`src/rtl/riscv_lsu_if.sv`:
```
// riscv_lsu_if: data-memory bus between the load/store unit (master) and memory (slave).
interface riscv_lsu_if;
    logic        mem_req_o;
    logic        mem_we_o;
    logic [3:0]  mem_be_o;
    logic [31:0] mem_addr_o;
    logic [31:0] mem_wd_o;
    logic [31:0] mem_rd_i;
    logic        mem_ready_i;
    modport master (
        output mem_req_o, mem_we_o, mem_be_o, mem_addr_o, mem_wd_o,
        input  mem_rd_i, mem_ready_i
    );
    modport slave (
        input  mem_req_o, mem_we_o, mem_be_o, mem_addr_o, mem_wd_o,
        output mem_rd_i, mem_ready_i
    );
endinterface

```
`src/rtl/riscv_lsu.sv`:
```
// riscv_lsu: load/store unit running a registered request/ready memory transaction,
// stalling the core until completion and returning extended load data.
module riscv_lsu (
    input  logic               clk_i,
    input  logic               rst_ni,
    input  logic               core_req_i,
    input  logic               core_we_i,
    input  logic [2:0]         core_size_i,
    input  logic [31:0]        core_addr_i,
    input  logic [31:0]        core_wd_i,
    output logic [31:0]        core_rd_o,
    output logic               core_stall_o,
    output logic               lsu_err_o,
    riscv_lsu_if.master        mem
);
    typedef enum logic {IDLE, BUSY} state_e;
    state_e      state_q, state_d;
    logic        req_q, req_d, we_q, we_d;
    logic [3:0]  be_q, be_d;
    logic [31:0] addr_q, addr_d, wd_q, wd_d;
    logic [2:0]  size_q, size_d;
    logic [1:0]  off_q, off_d;
    logic        busy, size_ok, is_h, is_w, err;
    logic [3:0]  be_new;
    logic [31:0] wd_new, fmt;
    logic [7:0]  lane_b;
    logic [15:0] lane_h;

    assign busy    = state_q == BUSY;
    assign size_ok = core_size_i inside {3'b000, 3'b001, 3'b010, 3'b100, 3'b101};
    assign is_h    = core_size_i[1:0] == 2'b01;
    assign is_w    = core_size_i == 3'b010;
    assign err     = !busy && core_req_i &&
                     (!size_ok || (is_h && core_addr_i[0]) || (is_w && core_addr_i[1:0] != 2'b00));
    assign be_new  = core_size_i[1:0] == 2'b00 ? 4'b0001 << core_addr_i[1:0] :
                     core_size_i[1:0] == 2'b01 ? (core_addr_i[1] ? 4'b1100 : 4'b0011) : 4'b1111;
    assign wd_new  = core_size_i[1:0] == 2'b00 ? {4{core_wd_i[7:0]}} :
                     core_size_i[1:0] == 2'b01 ? {2{core_wd_i[15:0]}} : core_wd_i;

    // size_q[2] marks the unsigned variants, so it suppresses sign extension
    assign lane_b  = mem.mem_rd_i[{off_q, 3'b000} +: 8];
    assign lane_h  = off_q[1] ? mem.mem_rd_i[31:16] : mem.mem_rd_i[15:0];
    assign fmt     = size_q[1:0] == 2'b00 ? {{24{~size_q[2] & lane_b[7]}}, lane_b} :
                     size_q[1:0] == 2'b01 ? {{16{~size_q[2] & lane_h[15]}}, lane_h} : mem.mem_rd_i;

    assign lsu_err_o = err;
    assign core_rd_o = (busy && mem.mem_ready_i && !we_q) ? fmt : 32'h0;

    always_comb begin
        state_d      = state_q;
        req_d        = req_q;
        we_d         = we_q;
        be_d         = be_q;
        addr_d       = addr_q;
        wd_d         = wd_q;
        size_d       = size_q;
        off_d        = off_q;
        core_stall_o = 1'b0;
        if (busy) begin
            core_stall_o = !mem.mem_ready_i;
            if (mem.mem_ready_i) begin
                req_d   = 1'b0;
                be_d    = 4'b0000;
                state_d = IDLE;
            end
        end else if (core_req_i && !err) begin
            core_stall_o = 1'b1;
            req_d        = 1'b1;
            we_d         = core_we_i;
            be_d         = be_new;
            addr_d       = {core_addr_i[31:2], 2'b00};
            wd_d         = wd_new;
            size_d       = core_size_i;
            off_d        = core_addr_i[1:0];
            state_d      = BUSY;
        end
        core_stall_o = core_stall_o & rst_ni;
    end

    always_ff @(posedge clk_i or negedge rst_ni) begin
        if (!rst_ni) begin
            state_q <= IDLE;
            req_q   <= 1'b0;
            we_q    <= 1'b0;
            be_q    <= 4'b0000;
            addr_q  <= 32'h0;
            wd_q    <= 32'h0;
            size_q  <= 3'b000;
            off_q   <= 2'b00;
        end else begin
            state_q <= state_d;
            req_q   <= req_d;
            we_q    <= we_d;
            be_q    <= be_d;
            addr_q  <= addr_d;
            wd_q    <= wd_d;
            size_q  <= size_d;
            off_q   <= off_d;
        end
    end

    assign mem.mem_req_o  = req_q;
    assign mem.mem_we_o   = we_q;
    assign mem.mem_be_o   = be_q;
    assign mem.mem_addr_o = addr_q;
    assign mem.mem_wd_o   = wd_q;
endmodule

```
`src/flat_wrapper.sv`:
```
// flat-port wrapper written by rule: the top's interface ports become plain ports
module riscv_lsu_flat 
  (clk_i, rst_ni, core_req_i, core_we_i, core_size_i, core_addr_i, core_wd_i, core_rd_o, core_stall_o, lsu_err_o, mem_mem_req_o, mem_mem_we_o, mem_mem_be_o, mem_mem_addr_o, mem_mem_wd_o, mem_mem_rd_i, mem_mem_ready_i);
  riscv_lsu_if mem_i ();
  input  logic clk_i;
  input  logic rst_ni;
  input  logic core_req_i;
  input  logic core_we_i;
  input  logic [2:0] core_size_i;
  input  logic [31:0] core_addr_i;
  input  logic [31:0] core_wd_i;
  output logic [31:0] core_rd_o;
  output logic core_stall_o;
  output logic lsu_err_o;
  output wire logic [$bits(mem_i.mem_req_o)-1:0] mem_mem_req_o;
  output wire logic [$bits(mem_i.mem_we_o)-1:0] mem_mem_we_o;
  output wire logic [$bits(mem_i.mem_be_o)-1:0] mem_mem_be_o;
  output wire logic [$bits(mem_i.mem_addr_o)-1:0] mem_mem_addr_o;
  output wire logic [$bits(mem_i.mem_wd_o)-1:0] mem_mem_wd_o;
  input wire logic [$bits(mem_i.mem_rd_i)-1:0] mem_mem_rd_i;
  input wire logic [$bits(mem_i.mem_ready_i)-1:0] mem_mem_ready_i;
  assign mem_mem_req_o = mem_i.mem_req_o;
  assign mem_mem_we_o = mem_i.mem_we_o;
  assign mem_mem_be_o = mem_i.mem_be_o;
  assign mem_mem_addr_o = mem_i.mem_addr_o;
  assign mem_mem_wd_o = mem_i.mem_wd_o;
  assign mem_i.mem_rd_i = mem_mem_rd_i;
  assign mem_i.mem_ready_i = mem_mem_ready_i;
  riscv_lsu u_core (.clk_i(clk_i), .rst_ni(rst_ni), .core_req_i(core_req_i), .core_we_i(core_we_i), .core_size_i(core_size_i), .core_addr_i(core_addr_i), .core_wd_i(core_wd_i), .core_rd_o(core_rd_o), .core_stall_o(core_stall_o), .lsu_err_o(lsu_err_o), .mem(mem_i));
endmodule
```
`config.mk`:
```
export PLATFORM = sky130hd
export DESIGN_NAME = riscv_lsu_flat
export DESIGN_NICKNAME = d
export VERILOG_FILES = /design/src/rtl/riscv_lsu_if.sv /design/src/rtl/riscv_lsu.sv /design/src/flat_wrapper.sv
export SDC_FILE = /design/constraint.sdc
export NUM_CORES = 1
export LEC_CHECK = 0
export CELL_PAD_IN_SITES_DETAIL_PLACEMENT = 0
export CELL_PAD_IN_SITES_GLOBAL_PLACEMENT = 1
export CORE_AREA = 2 2 121 123
export DETAILED_ROUTE_END_ITERATION = 10
export DIE_AREA = 0 0 123 125
export PLACE_DENSITY = 0.81
export SLEW_MARGIN = 15
export SYNTH_ARGS = -nofsm -noshare
export SYNTH_HDL_FRONTEND = slang
export SYNTH_SLANG_ARGS = --single-unit
export TNS_END_PERCENT = 1
```
`constraint.sdc`:
```
create_clock -name clk_i -period 2.4 [get_ports clk_i]
set_input_delay 0.48 -clock clk_i [delete_from_list [all_inputs] [get_ports clk_i]]
set_output_delay 0.48 -clock clk_i [all_outputs]
set_load 0.05 [all_outputs]
```
==> results.json, run 1 <==
{
  "rows": 44,
  "criticalPathCategory": "in -> out",
  "setup.worst_path.start": "mem_mem_rd_i[17]",
  "setup.worst_path.end": "core_rd_o[1]",
  "first_iter_violations": 142,
  "firstDrtPassIters": 4,
  "via_per_inst": 4.949,
  "critPathCaptureType": "output pin",
  "numPortBuffers": 205,
  "fmax_mhz": 414.6,
  "n_fill_cell": 1193,
  "hold_slack_ns": 0.3903,
  "crit_path_start_kind": "primary input",
  "ctsRootBufferMaster": "clkbuf_16",
  "fin_crit_sh": 1.005,
  "placed_area_mm2": 0.007201,
  "die_h_um": 125,
  "drc": 0,
  "postSynthAreaPerCell_um2": 12.11,
  "reg2reg_to": "u_core.mem.mem_addr_o[3]",
  "grt_max_degree": 75,
  "ys_ff_latch": 74,
  "reg2reg_depth": 5,
  "htreeDepth": 3,
  "layout-drive-gt1-share": 0.4109,
  "hold_path_class": "in -> async",
  "status": "finished, violations left",
  "finalWorstSetupSlack_ns": -0.01183,
  "cts_tree": "built",
  "hpwlAfterDp_mm": 10.60,
  "grt_overflow": 0,
  "period_needed_ns": 2.412,
  "synthFlopType": "dfrtp_1",
  "ys_seq_area_frac": 0.4331,
  "nNetsFinal": 705,
  "ys_warn_count": 0,
  "cap_violations": 0,
  "clock_sinks": 74,
  "place.gp.congestion": 0.8393,
  "final_common_cell": "clkdlybuf4s50_1",
  "path_clk_slew_ns": 0.06,
  "area_growth_pct": 83.11,
  "hold_violations": 0,
  "die_x_um": 123,
  "synth_cell_types": 35,
  "die_area_mm2": 0.01538,
  "finalWirelength_mm": 14.29,
  "start_util": 0.3010,
  "finalPower_mw": 6.958,
  "peakVddDrop_v": 0.0006439,
  "clkLatencyLatePin_ns": 0.33,
  "grt_pass1_wl_mm": 22.16,
  "stdcell_area_mm2": 0.007829,
  "setup_viol": 9,
  "cts_buffer_depth": 2,
  "grtUsageTotal": 0.1851,
  "diodes": 0,
  "synthCells": 353,
  "numCtsBuffers": 9,
  "r2r_setup_slack_ns": 0.82,
  "power_density_mw_per_mm2": 888.8,
  "mostFrequentLayoutCells": "clkdlybuf4s50_1 (163), dfrtp_1 (71), buf_4 (53)",
  "grt_pass1_vias": 4167,
  "wl_per_cell_um": 18.09,
  "core_area_mm2": 0.01420,
  "r2r-start": "u_core.busy",
  "synth_edf_count": 0,
  "crit_arrival_ns": 1.93,
  "dr_total_vias": 3910,
  "mappedNetlistArea_mm2": 0.004275,
  "utilization": 0.5512,
  "ioPinCount": 208,
  "path_max_fanout": 2,
  "rsz0062_at_grt": "true",
  "antenna_found_initial": 0,
  "leakagePower_nw": 3.298,
  "report.final.slew_viol_count": 0,
  "finClkSkew_ns": 0.003895,
  "critPathRequiredTime_ns": 1.92,
  "drt.antenna.violating_nets": 0,
  "violations": "setup timing",
  "max_slew_margin": 0.3771,
  "synth-async-reset-ratio": 1.000,
  "tightest_slew_ns": 0.9343
}
where the power goes:
group          switching (mW)  total, mW  internal [mW]  leakage [nW]
Combinational            2.21       3.83           1.62          2.28
Sequential              0.223       1.81           1.58         0.873
Clock                   0.495       1.33          0.833         0.143
Total                    2.92       6.96           4.03          3.30
cells in the mapped netlist (all sizes together) (5+ instances only):
library cell | n | area share
a2111oi | 14 | 0.029
a21oi | 8 | 0.010
buf | 22 | 0.038
clkbuf | 10 | 0.0088
dfrtp | 74 | 0.43
mux2 | 86 | 0.26
mux2i | 12 | 0.028
mux4 | 7 | 0.037
nand2 | 16 | 0.014
nand2b | 5 | 0.0073
nor2 | 24 | 0.021
nor3 | 16 | 0.019
o21ai | 10 | 0.013
o22ai | 31 | 0.047
worst max-delay path: stages:
cell and delay, ns:
clkdlybuf4s50_1 0.46, mux4_2 0.51, nor2_4 0.12, a2111oi_4 0.04, buf_4 0.17, buf_12 0.14
through the flow:
step / TNS, ns / instances / setup slack (ns)
final: -0.06402 / 790 / -0.01183
after global placement: -5.471 / 770 / -0.2823
after detailed placement: -6.769 / 770 / -0.3255
after floorplan: -10.32 / 354 / -0.3879
after global routing: -1.141 / 790 / -0.08485
after CTS: -0.4360 / 789 / -0.05211
area by class of cell:
| class | count | area [um^2] | share of cell area |
|---|---|---|---|
| clock buffer | 12 | 246.5 | 0.03148 |
| inverter | 3 | 11.26 | 0.001438 |
| timing repair buffer | 268 | 2873 | 0.3669 |
| multi-input combinational | 245 | 2561 | 0.3272 |
| sequential | 74 | 1856 | 0.2370 |
| clock inverter | 4 | 51.30 | 0.006553 |
| tap | 184 | 230.2 | 0.02941 |
metal layers:
layer,vias up,part of all wire,GRT usage
li1,1813,-,-
met1,1910,0.39,0.2137
met2,166,0.48,0.3087
met3,21,0.11,0.08257
met4,0,0.017,0.05281
met5,-,0,0
how the worst min path moves through the flow:
stage / end / slack [ns] / cells past startpoint
floorplan: u_core.busy / 0.18 / 0
global placement: u_core.mem.mem_req_o / 0.46 / 2
detailed placement: u_core.mem.mem_req_o / 0.47 / 2
CTS: u_core.mem.mem_addr_o[24] / 0.42 / 2
global route: u_core.busy / 0.47 / 2
finish: u_core.busy / 0.39 / 2
cells by family (layout without fill, tap and decap cells):
family | Yosys count | count (layout) | synth area share
buffers and inverters | 35 | 287 | 0.04917
AOI/OAI and AO/OA | 65 | 65 | 0.1036
DFF | 74 | 74 | 0.4331
muxes | 105 | 105 | 0.3292
and+or+nand+nor | 73 | 73 | 0.08400
other | 1 | 2 | 0.0008771
repair_timing:
action / in CTS / in global routing
buffers inserted: 2 / 1
endpoints found under the setup margin: 32 / 32
hold buffers: 0 / 0
gates resized for setup: 42 / 19
cloned: 1 / 0
pin swaps: 15 / 9
sequential cells by signal, summed over array words and instances (netlist names):
name,flops
u_core.mem.mem_be_o,4
u_core.mem.mem_addr_o,30
u_core.mem.mem_wd_o,32
u_core.size_q,3
u_core.off_q,2
u_core.mem.mem_req_o,1
u_core.mem.mem_we_o,1
u_core.busy,1
Note: power is estimated with default switching activity, not from simulation.
==> run 2, diff against run 1 <==
- CORE_AREA: 2 2 121 123 -> 2 2 99 149
- DIE_AREA: 0 0 123 125 -> 0 0 101 151
- GPL_ROUTABILITY_DRIVEN: not set -> 0
==> run 2 against run 1 <==
Clock power increased by 5%. Register-to-register slack improved by 0.02 ns. Routed wire length increased by 7.0%. Highest routed layer unchanged. Worst setup slack got worse by 0.014 ns. Fmax decreased by 0.58%. Largest power group unchanged. Critical path depth unchanged. Sequential cell count unchanged. Power increased by 0.83%. The flow still finishes with violations (setup timing). Die area decreased by 0.81%.
==> results.json, run 2 (synthesis results as in run 1) <==
{
  "status": "finished, violations left",
  "violations": "setup timing",
  "utilization": 0.5557,
  "grt_overflow": 0,
  "slowest_stage": "dfrtp_2",
  "die_h_um": 151,
  "wl_per_cell_um": 20.18,
  "numCtsBuffers": 9,
  "diodes": 0,
  "peakVddDrop_v": 0.0004446,
  "drc": 0,
  "n_fill_cell": 1172,
  "dr_total_vias": 3876,
  "die_area_mm2": 0.01525,
  "layout-drive-gt1-share": 0.3997,
  "report.final.slew_viol_count": 0,
  "die_x_um": 101,
  "finalWorstSetupSlack_ns": -0.02602,
  "clock_sinks": 74,
  "via_per_inst": 5.113,
  "hold_slack_ns": 0.4148,
  "numPortBuffers": 205,
  "ctsRootBufferMaster": "clkbuf_16",
  "rsz0062_at_grt": "true",
  "ioPinCount": 208,
  "path_max_fanout": 8,
  "power_density_mw_per_mm2": 906.6,
  "largest_reg_flops": 32,
  "critPathCaptureType": "output pin",
  "finClkSkew_ns": 0.004202,
  "nNetsFinal": 692,
  "crit_path_start_kind": "flip-flop",
  "tightest_slew_ns": 0.9611,
  "hpwlAfterDp_mm": 11.36,
  "hold_path_class": "in -> async",
  "multi_input_area_mm2": 0.002560,
  "grt_pass1_wl_mm": 22.78,
  "fin_crit_sh": 1.011,
  "core_area_mm2": 0.01393,
  "cts_buffer_depth": 2,
  "clkPwrFrac": 0.199,
  "clkLatencyLatePin_ns": 0.33,
  "cts_tree": "built",
  "cap_violations": 0,
  "max_slew_margin": 0.3592,
  "final_common_cell": "clkdlybuf4s50_1",
  "mostFrequentLayoutCells": "clkdlybuf4s50_1 (159), dfrtp_1 (72), mux2_4 (45)",
  "switching_share": 0.4233,
  "drt.antenna.violating_nets": 0,
  "period_needed_ns": 2.426,
  "grt_max_degree": 75,
  "crit_arrival_ns": 1.95,
  "first_iter_violations": 124,
  "setup_viol": 12,
  "fmax_mhz": 412.2,
  "antenna_found_initial": 0,
  "criticalPathCategory": "reg -> out",
  "p_switching_mw": 2.970,
  "leakagePower_nw": 3.268,
  "firstDrtPassIters": 4,
  "max_stage_delay_ns": 0.46,
  "start_util": 0.3070,
  "finalWirelength_mm": 15.30,
  "ff_latch_area_mm2": 0.001854,
  "htreeDepth": 3,
  "grtUsageTotal": 0.1955,
  "critPathRequiredTime_ns": 1.92,
  "grt_pass1_vias": 4209,
  "hold_violations": 0,
  "crit_top_cell": "buf_12",
  "pwr-share-comb": 0.546,
  "path_cells": "or3b_4, o221ai_4, buf_12, nor3_1, buf_4, buf_12",
  "path_clk_slew_ns": 0.06,
  "area_growth_pct": 81.01,
  "p_seq_frac": 0.255,
  "rows": 53,
  "internal_power_mw": 4.046
}
## run 2: cell count changes in the layout (fill, tap and decap cells not counted), moves of 3 or more
cell	before	now
buf_4	53	38
clkdlybuf4s50_1	163	159
buf_6	13	16
dlymetal6s2s_1	0	3
o22ai_1	27	30
## run 2: worst paths after layout
path | start | end | slack (ns) | cells after the start
worst min-delay path | rst_ni | u_core.mem.mem_wd_o[31] | 0.41 | 2
worst min register to register | u_core.mem.mem_req_o | u_core.mem.mem_req_o | 0.48 | 2
worst max register to register | u_core.busy | u_core.mem.mem_wd_o[18] | 0.84 | 5
worst max-delay path | u_core.size_q[1] | core_rd_o[24] | -0.03 | 6
min in group clk_i | u_core.mem.mem_req_o | u_core.mem.mem_req_o | 0.48 | 2
max in group asynchronous | rst_ni | u_core.off_q[1] | 1.32 | 2
## run 2: cell type report
type / count / area share
timing repair buffer: 255 / 0.3609
multi-input combinational: 245 / 0.3308
sequential: 74 / 0.2396
clock buffer: 11 / 0.03266
tap: 165 / 0.02668
clock inverter: 5 / 0.007922
inverter: 3 / 0.001455
## run 2: what timing repair did
| item | 4_1_cts | 5_1_grt |
|---|---|---|
| gates cloned | 1 | 0 |
| endpoints found under the setup margin | 32 | 30 |
| gates resized for setup | 48 | 17 |
| buffers inserted | 1 | 3 |
| hold buffers | 0 | 0 |
| hold endpoints to repair | 0 | 0 |
| pin swaps | 9 | 7 |
## run 2: power groups by stage
stage	combinational (mW)	clock, mW	sequential [mW]
3_5_place_dp	3.62	0	1.80
3_3_place_gp	3.58	0	1.78
4_1_cts	3.77	1.43	1.79
6_report	3.83	1.40	1.79
5_1_grt	3.98	1.50	1.83
2_1_floorplan	1.21	0	2.85
## run 2: worst max-delay path, delay by kind of cell (launching register included)
kind                   cells  cell delay (ns)
AND/OR/NAND/NOR            2             0.47
flip-flops                 1             0.46
buffers and inverters      3             0.44
AO/OA/AOI/OAI              1             0.25
## run 2: stage by stage
stage / setup TNS [ns] / area, um^2 / total power [mW] / instances / worst slack (ns)
2_1_floorplan: -10.32 / 4379 / 4.056 / 354 / -0.3879
3_5_place_dp: -3.908 / 7047 / 5.414 / 737 / -0.2122
5_1_grt: -1.127 / 7739 / 7.310 / 758 / -0.08506
4_1_cts: -0.1948 / 7639 / 6.990 / 755 / -0.04248
3_3_place_gp: -3.715 / 7047 / 5.359 / 737 / -0.2148
6_report: -0.2050 / 7739 / 7.016 / 758 / -0.02602
## run 2: layer usage
metal  vias up  routed length (um)  global-route usage
met2       166                8315              0.3580
li1       1778                   -                   -
met5         -                   0                   0
met3        40                 821             0.03553
met1      1892                5418              0.2070
met4         0                 740              0.1115
